--- src/rtl/dual_pt_sram_param.sv ---
// Parametrised simple dual-port SRAM: one write port, one read port, single clock.
// Registered read with a one-cycle valid strobe, selectable read-during-write
// behaviour, and a hardware sweep that fills every word with INIT_VAL after reset.
// Optional feature macro: PARITY_EN adds an even-parity bit per word, an error
// injection input and a registered parity_err flag. Without it perr_inj is
// ignored and parity_err is tied low.
module dual_pt_sram_param #(
  parameter int unsigned       DATA_W   = 8,
  parameter int unsigned       ADDR_W   = 4,
  parameter logic [DATA_W-1:0] INIT_VAL = '0,
  parameter int unsigned       RDW_MODE = 0
) (
  input  logic              clk,
  input  logic              rst,
  input  logic              wen,
  input  logic [ADDR_W-1:0] addrw,
  input  logic [DATA_W-1:0] din,
  input  logic              ren,
  input  logic [ADDR_W-1:0] addrr,
  input  logic              perr_inj,
  output logic [DATA_W-1:0] dout,
  output logic              dout_vld,
  output logic              init_busy,
  output logic              parity_err
);

  localparam int unsigned DEPTH = 2 ** ADDR_W;
`ifdef PARITY_EN
  localparam int unsigned MEM_W = DATA_W + 1;
`else
  localparam int unsigned MEM_W = DATA_W;
`endif

  localparam logic [0:0] StInit = 1'b0;
  localparam logic [0:0] StRun  = 1'b1;

  logic [MEM_W-1:0]  r_mem [DEPTH];
  logic [0:0]        r_state;
  logic [ADDR_W-1:0] r_cnt;
  logic [DATA_W-1:0] r_dout;
  logic              r_dout_vld;

  logic              w_init;
  logic              w_we;
  logic [ADDR_W-1:0] w_wa;
  logic [MEM_W-1:0]  w_wd;
  logic [MEM_W-1:0]  w_user_word;
  logic [MEM_W-1:0]  w_init_word;
  logic [MEM_W-1:0]  w_rd_word;

  assign w_init = (r_state == StInit);

`ifdef PARITY_EN
  // Stored bit keeps the word even-parity; perr_inj deliberately corrupts it.
  assign w_user_word = {(^din) ^ perr_inj, din};
  assign w_init_word = {^INIT_VAL, INIT_VAL};
`else
  logic w_unused_perr_inj;
  assign w_unused_perr_inj = perr_inj;
  assign w_user_word = din;
  assign w_init_word = INIT_VAL;
`endif

  // Write-port mux: the init sweep owns the write port until the FSM reaches RUN.
  always_comb begin
    w_we = 1'b0;
    w_wa = addrw;
    w_wd = w_user_word;
    if (!rst) begin
      if (w_init) begin
        w_we = 1'b1;
        w_wa = r_cnt;
        w_wd = w_init_word;
      end else begin
        w_we = wen;
      end
    end
  end

  // Read word selection, with optional forwarding of the concurrent write.
  always_comb begin
    w_rd_word = r_mem[addrr];
    if ((RDW_MODE == 1) && wen && (addrw == addrr)) begin
      w_rd_word = w_user_word;
    end
  end

  // Memory array; contents are not reset, the sweep initialises them.
  always_ff @(posedge clk) begin
    if (w_we) begin
      r_mem[w_wa] <= w_wd;
    end
  end

  // Init/run FSM and sweep counter; the last sweep write moves the FSM to RUN.
  always_ff @(posedge clk) begin
    if (rst) begin
      r_state <= StInit;
      r_cnt   <= '0;
    end else if (w_init) begin
      r_cnt <= r_cnt + 1'b1;
      if (r_cnt == {ADDR_W{1'b1}}) begin
        r_state <= StRun;
      end
    end
  end

  // Registered read port; dout holds when no read is issued.
  always_ff @(posedge clk) begin
    if (rst) begin
      r_dout     <= '0;
      r_dout_vld <= 1'b0;
    end else if (!w_init && ren) begin
      r_dout     <= w_rd_word[DATA_W-1:0];
      r_dout_vld <= 1'b1;
    end else begin
      r_dout_vld <= 1'b0;
    end
  end

`ifdef PARITY_EN
  logic r_parity_err;

  // Parity check registered alongside dout; only meaningful while dout_vld is high.
  always_ff @(posedge clk) begin
    if (rst) begin
      r_parity_err <= 1'b0;
    end else if (!w_init && ren) begin
      r_parity_err <= ^w_rd_word;
    end else begin
      r_parity_err <= 1'b0;
    end
  end

  assign parity_err = r_parity_err;
`else
  assign parity_err = 1'b0;
`endif

  assign dout      = r_dout;
  assign dout_vld  = r_dout_vld;
  assign init_busy = w_init;

endmodule

--- config.mk ---
export PLATFORM = sky130hd
export DESIGN_NAME = dual_pt_sram_param
export DESIGN_NICKNAME = d
export VERILOG_FILES = /design/src/rtl/dual_pt_sram_param.sv
export SDC_FILE = /design/constraint.sdc
export NUM_CORES = 1
export LEC_CHECK = 0
export CORE_AREA = 3 3 116 118
export CTS_CLUSTER_DIAMETER = 120
export DETAILED_ROUTE_END_ITERATION = 16
export DIE_AREA = 0 0 119 121
export PLACE_DENSITY = 0.6
export SYNTH_ARGS = -nofsm -noshare
export SYNTH_HDL_FRONTEND = slang
export SYNTH_SLANG_ARGS = --single-unit
--- constraint.sdc ---
create_clock -name clk -period 5.7 [get_ports clk]
set_input_delay 1.425 -clock clk [delete_from_list [all_inputs] [get_ports clk]]
set_output_delay 1.425 -clock clk [all_outputs]
set_load 0.02 [all_outputs]
Word-level counts from Yosys, hierarchy flattened
Memory sizes are Yosys's and may differ from the RTL's. A register that Yosys moved wholly into a read port is not among the register bits.
Index checks and enable logic that the tools add are counted.

cells by class
  add/subtract/negate cells = 1
  eq/ne operators = 1
  multiplexer cells = 11
  bitwise operators = 1
  reductions and logical operators = 1

operator list
  cell                   count
  $mux W8                2
  $mux W4                2
  $mux W1                7
  $add A4 B1 Y4 const B  1
  $eq A4 B4 Y1 const B   1
  $logic_and A1 B1 Y1    1
  $not A1 Y1             1

word-level totals
  bits in registers = 6
  bits in writable memories = 128
  input bits = 21
  memories kept = 1

memories
  memory  depth  bits a word  read ports  clocked after Yosys merged registers in  write ports  RTL line  source
  r_mem   16     8            1           1                                        1            37        logic [MEM_W-1:0] r_mem [DEPTH];

Longest topological paths before layout
  depth in word-level cells = 4
  gate-level depth with buffers = 7
  mapped depth without buffers = 4

Least setup slack after synthesis
Ideal clock, no wire load.

  kind = input to register
  from = input port rst
  to = memory r_mem[1][0] in the netlist's numbering (enable)
  setup time = 370 ps
  data arrival time = 2756 ps
  data required time = 5330 ps
  setup slack = 2574 ps
  stages on the path = 5
  buffers on the path = 2
  cell sequence = clkbuf_1 nor2_2 clkbuf_1 a31oi_1 nor2_1

between the ends
  longest elaborated chain between the ends = 3
  elaborated cells on any way between the ends = 4

ends and longest elaborated chain
  item                           RTL line  source
  from (decl)                    14        input logic rst,
  $mux W1                        69        if (!rst) begin
  $mux W1                        90        if (w_we) begin
  $mux W1 (implied by the code)  91        r_mem[w_wa] <= w_wd;
  to (decl)                      37

Several ways; a longest one is shown, not always the timed one.

Worst setup path in the final report
  from = input port rst
  to = memory r_mem[11][0] in the netlist's numbering (enable)

Same word-level chain as after synthesis.

==> summary.txt <==
Outcome
  – Status: completed

Cells and area
  – Utilization after layout: 54.2%
  – Nets: 354
  – Area of the multi-input gates: 0.00141 mm^2
  – Sequential standard cell area: 0.00412 mm^2
  – Fraction of layout cells with a size suffix above 1: 20.0%
  – Filler Cell Count: 988
  – Area Overhead vs Synth: 20.7%
  – Finished Cell Area: 0.00681 mm^2
  – Inserted Diodes: 0

Placed design
  – Hpwl dp: 6760 um
  – Port Buffers: 29
  – RD Place Congestion: 0.715
  – Placed cell areas: 0.00606 mm^2
  – Place WS: 1.27 ns

Route
  – Routed wire length per instance: 21.2 um
  – First-pass DRT Iterations: 4
  – Antenna-violating nets left: 0
  – Residual DRC count: 0
  – Via density: 5.47
  – Initial drt markers: 208
  – WL final: 11000 um
  – DR vias: 2829

Die
  – Die X-Extent: 119 um
  – Die Span Y: 121 um
  – Initial Utilization: 44.9%
  – Row count: 41
  – Total die area: 0.0144 mm^2
  – Core Area: 0.0126 mm^2
  – I/O pin cnt: 32

Timing
  – Final worst slack: 1.69 ns
  – Hold Fails Final Rpt: 0
  – RSZ-0062 raised after global routing: no
  – Final Cycle Share: 70.4%
  – Rel. slew slack: 27.8%
  – Hold Slack: 0.499 ns
  – Final slew viol count: 0
  – Worst slew pin tran: 1.08 ns
  – Final min period: 4.01 ns
  – Peak Freq: 0.249 GHz
  – TNS Setup: 0 ns
  – Final setup violation count: 0
  – Clk_skew: 0.00824 ns

Critical path
  – CP max-delay cell: nor2_1
  – Critical path endpoint: r_mem[11][0]
  – Critical path cell sequence: clkdlybuf4s50_1, nor2_2, mux2i_1, nand2_1, nor2_1
  – Worst-path maximum fanout: 18
  – RR Endpoint: r_mem[11][0]
  – Critical Path Source: rst
  – Largest stage delay on the critical path: 0.84 ns
  – Worst path required time: 5.72 ns
  – RR Startpoint: r_state
  – CP endpoint kind: flip-flop
  – CP startpoint kind: input port
  – Flop-to-flop setup slack: 2.89 ns
  – Setup Crit Path Kind: input port to flip-flop
  – R2R cell count: 4
  – Arr. time, crit path: 4.03 ns

CTS
  – H-tree Lvls: 4
  – Clk root buf: clkbuf_16
  – Clk sinks: 142
  – Post-CTS Setup Bufs: 0
  – Post-CTS Resized: 0
  – Clock buffer depth: 2
  – Clock slew at reported path FFs: 0.06 ns
  – Total CTS buffers: 17
  – Clk_lat worst skew: 0.41 ns
  – Post-CTS Hold Buffers: 0
  – CTS tree: yes

Worst hold path
  – Hold Crit Class: flip-flop to flip-flop

Yosys
  – Syn_area_per_cell: 19.1 um^2
  – Post-Syn Area: 0.00564 mm^2
  – Largest family of logic cells by synthesized area: multiplexers
  – Area share of the leading cell type in the synthesized netlist: 68.1%
  – Post-synth ARST share: 0%
  – Post-synthesis mux area share: 16.6%
  – Largest cells by area after synthesis: edfxtp_1, mux4_2, dfxtp_1
  – Post-synthesis simple-gate area fraction: 4.90%
  – Post-synth top cells: edfxtp_1, mux4_2, nor2_1
  – Compound-Gate Fraction of Synth Area: 2.64%
  – Main synth FF type: edfxtp_1
  – Flops & latches, synth: 142
  – Post-synthesis xor/xnor area fraction: 0.466%
  – Cell variety after synth: 38
  – Adder-Cell Fraction of Synth Area: 0.222%
  – YS warnings: 0
  – Number of synthesized flops with an enable pin: 128
  – Cell count after synthesis: 296
  – Syn Nets: 318
  – Most frequent cell after synthesis: edfxtp_1
  – Share of the yosys chip area belonging to registers: 73.1%
  – Cell taking the most area after synthesis: edfxtp_1

Power and ir drop
  – Leak: 2.27 nW
  – Power Dens Cells: 387 mW/mm^2
  – Peak supply drop: 0.231 mV

Global routing
  – GRT Total Usage: 16.7%
  – Vias in the first global route: 2983
  – Largest net degree at the start of global routing: 28
  – Initial antenna violation count: 0
  – Overflow after GRT: 0
  – First-pass GRT wire length: 17400 um

Run
  – # Max-Cap Violations: 0
[per-stage QoR]
stage,total power [mW],std cells
4_1_cts,2.65,517
3_5_place_dp,1.29,485
5_1_grt,2.71,517
3_3_place_gp,1.29,485
2_1_floorplan,1.25,296
6_report,2.64,517
[layout by cell type, fill, tap and decap left out, types with 3 or more instances in the layout]
master	count
edfxtp_1	128
clkdlybuf4s50_1	28
nor2_1	22
mux4_2	22
clkbuf_16	17
dfxtp_1	14
mux2i_1	13
nor2b_1	9
mux2_2	9
nand2_1	8
mux4_1	8
bufinv_16	8
a22oi_1	7
o21ai_1	6
clkbuf_8	5
a31oi_1	4
a21oi_1	4
inv_1	3
nand3_1	3
buf_4	3
[registers in the layout (all words and copies together), names as in the netlist]
register and cells:
dout 8, dout_vld 1, r_cnt 4, r_mem 128
r_state 1
[per-layer routing]
| metal | GRT usage (%) | part of all wire, % | vias up |
|---|---|---|---|
| met5 | 0 | 0 | - |
| met4 | 5.87 | 0.98 | 0 |
| met3 | 4.76 | 5.6 | 12 |
| met2 | 25.7 | 48 | 94 |
| met1 | 22.9 | 45 | 1466 |
| li1 | - | - | 1257 |
[final cells by class]
type	count	share of cell area, %
clock buffer	22	7.26
clock inverter	10	3.71
inverter	3	0.165
multi-input combinational	136	20.6
sequential	142	60.6
tap	172	3.16
timing repair buffer	32	4.52
[worst min path at each step]
stage              from  endpoint  slack, ns  cells after the start
6_report        dout[1]   dout[1]       0.50                      2
5_1_grt         dout[0]   dout[0]       0.54                      2
4_1_cts         dout[0]   dout[0]       0.50                      2
3_5_place_dp    dout[1]   dout[1]       0.47                      2
3_3_place_gp    dout[1]   dout[1]       0.46                      2
2_1_floorplan  r_cnt[3]   r_state       0.48                      2
[power by group]
group          switching, mW  leakage [nW]  internal (mW)
sequential           0.00618          1.29           1.15
clock                  0.399         0.363          0.967
combinational         0.0628         0.616         0.0498
total                  0.468          2.27           2.17
[cells by family (layout without fill, tap and decap cells)]
group,Yosys count,after routing
compound gates,24,24
mux,52,52
flops,142,142
fa+ha+maj,1,1
simple gates,55,55
xor+xnor,3,3
other cells,1,1
buf+inv,18,67
[worst max-delay path: cells and delay by family]
family                 cells  cell delay [ns]
muxes                      1             0.32
buffers and inverters      1             0.59
and+or+nand+nor            3             1.68
Note: power is estimated with default switching activity, not from simulation.
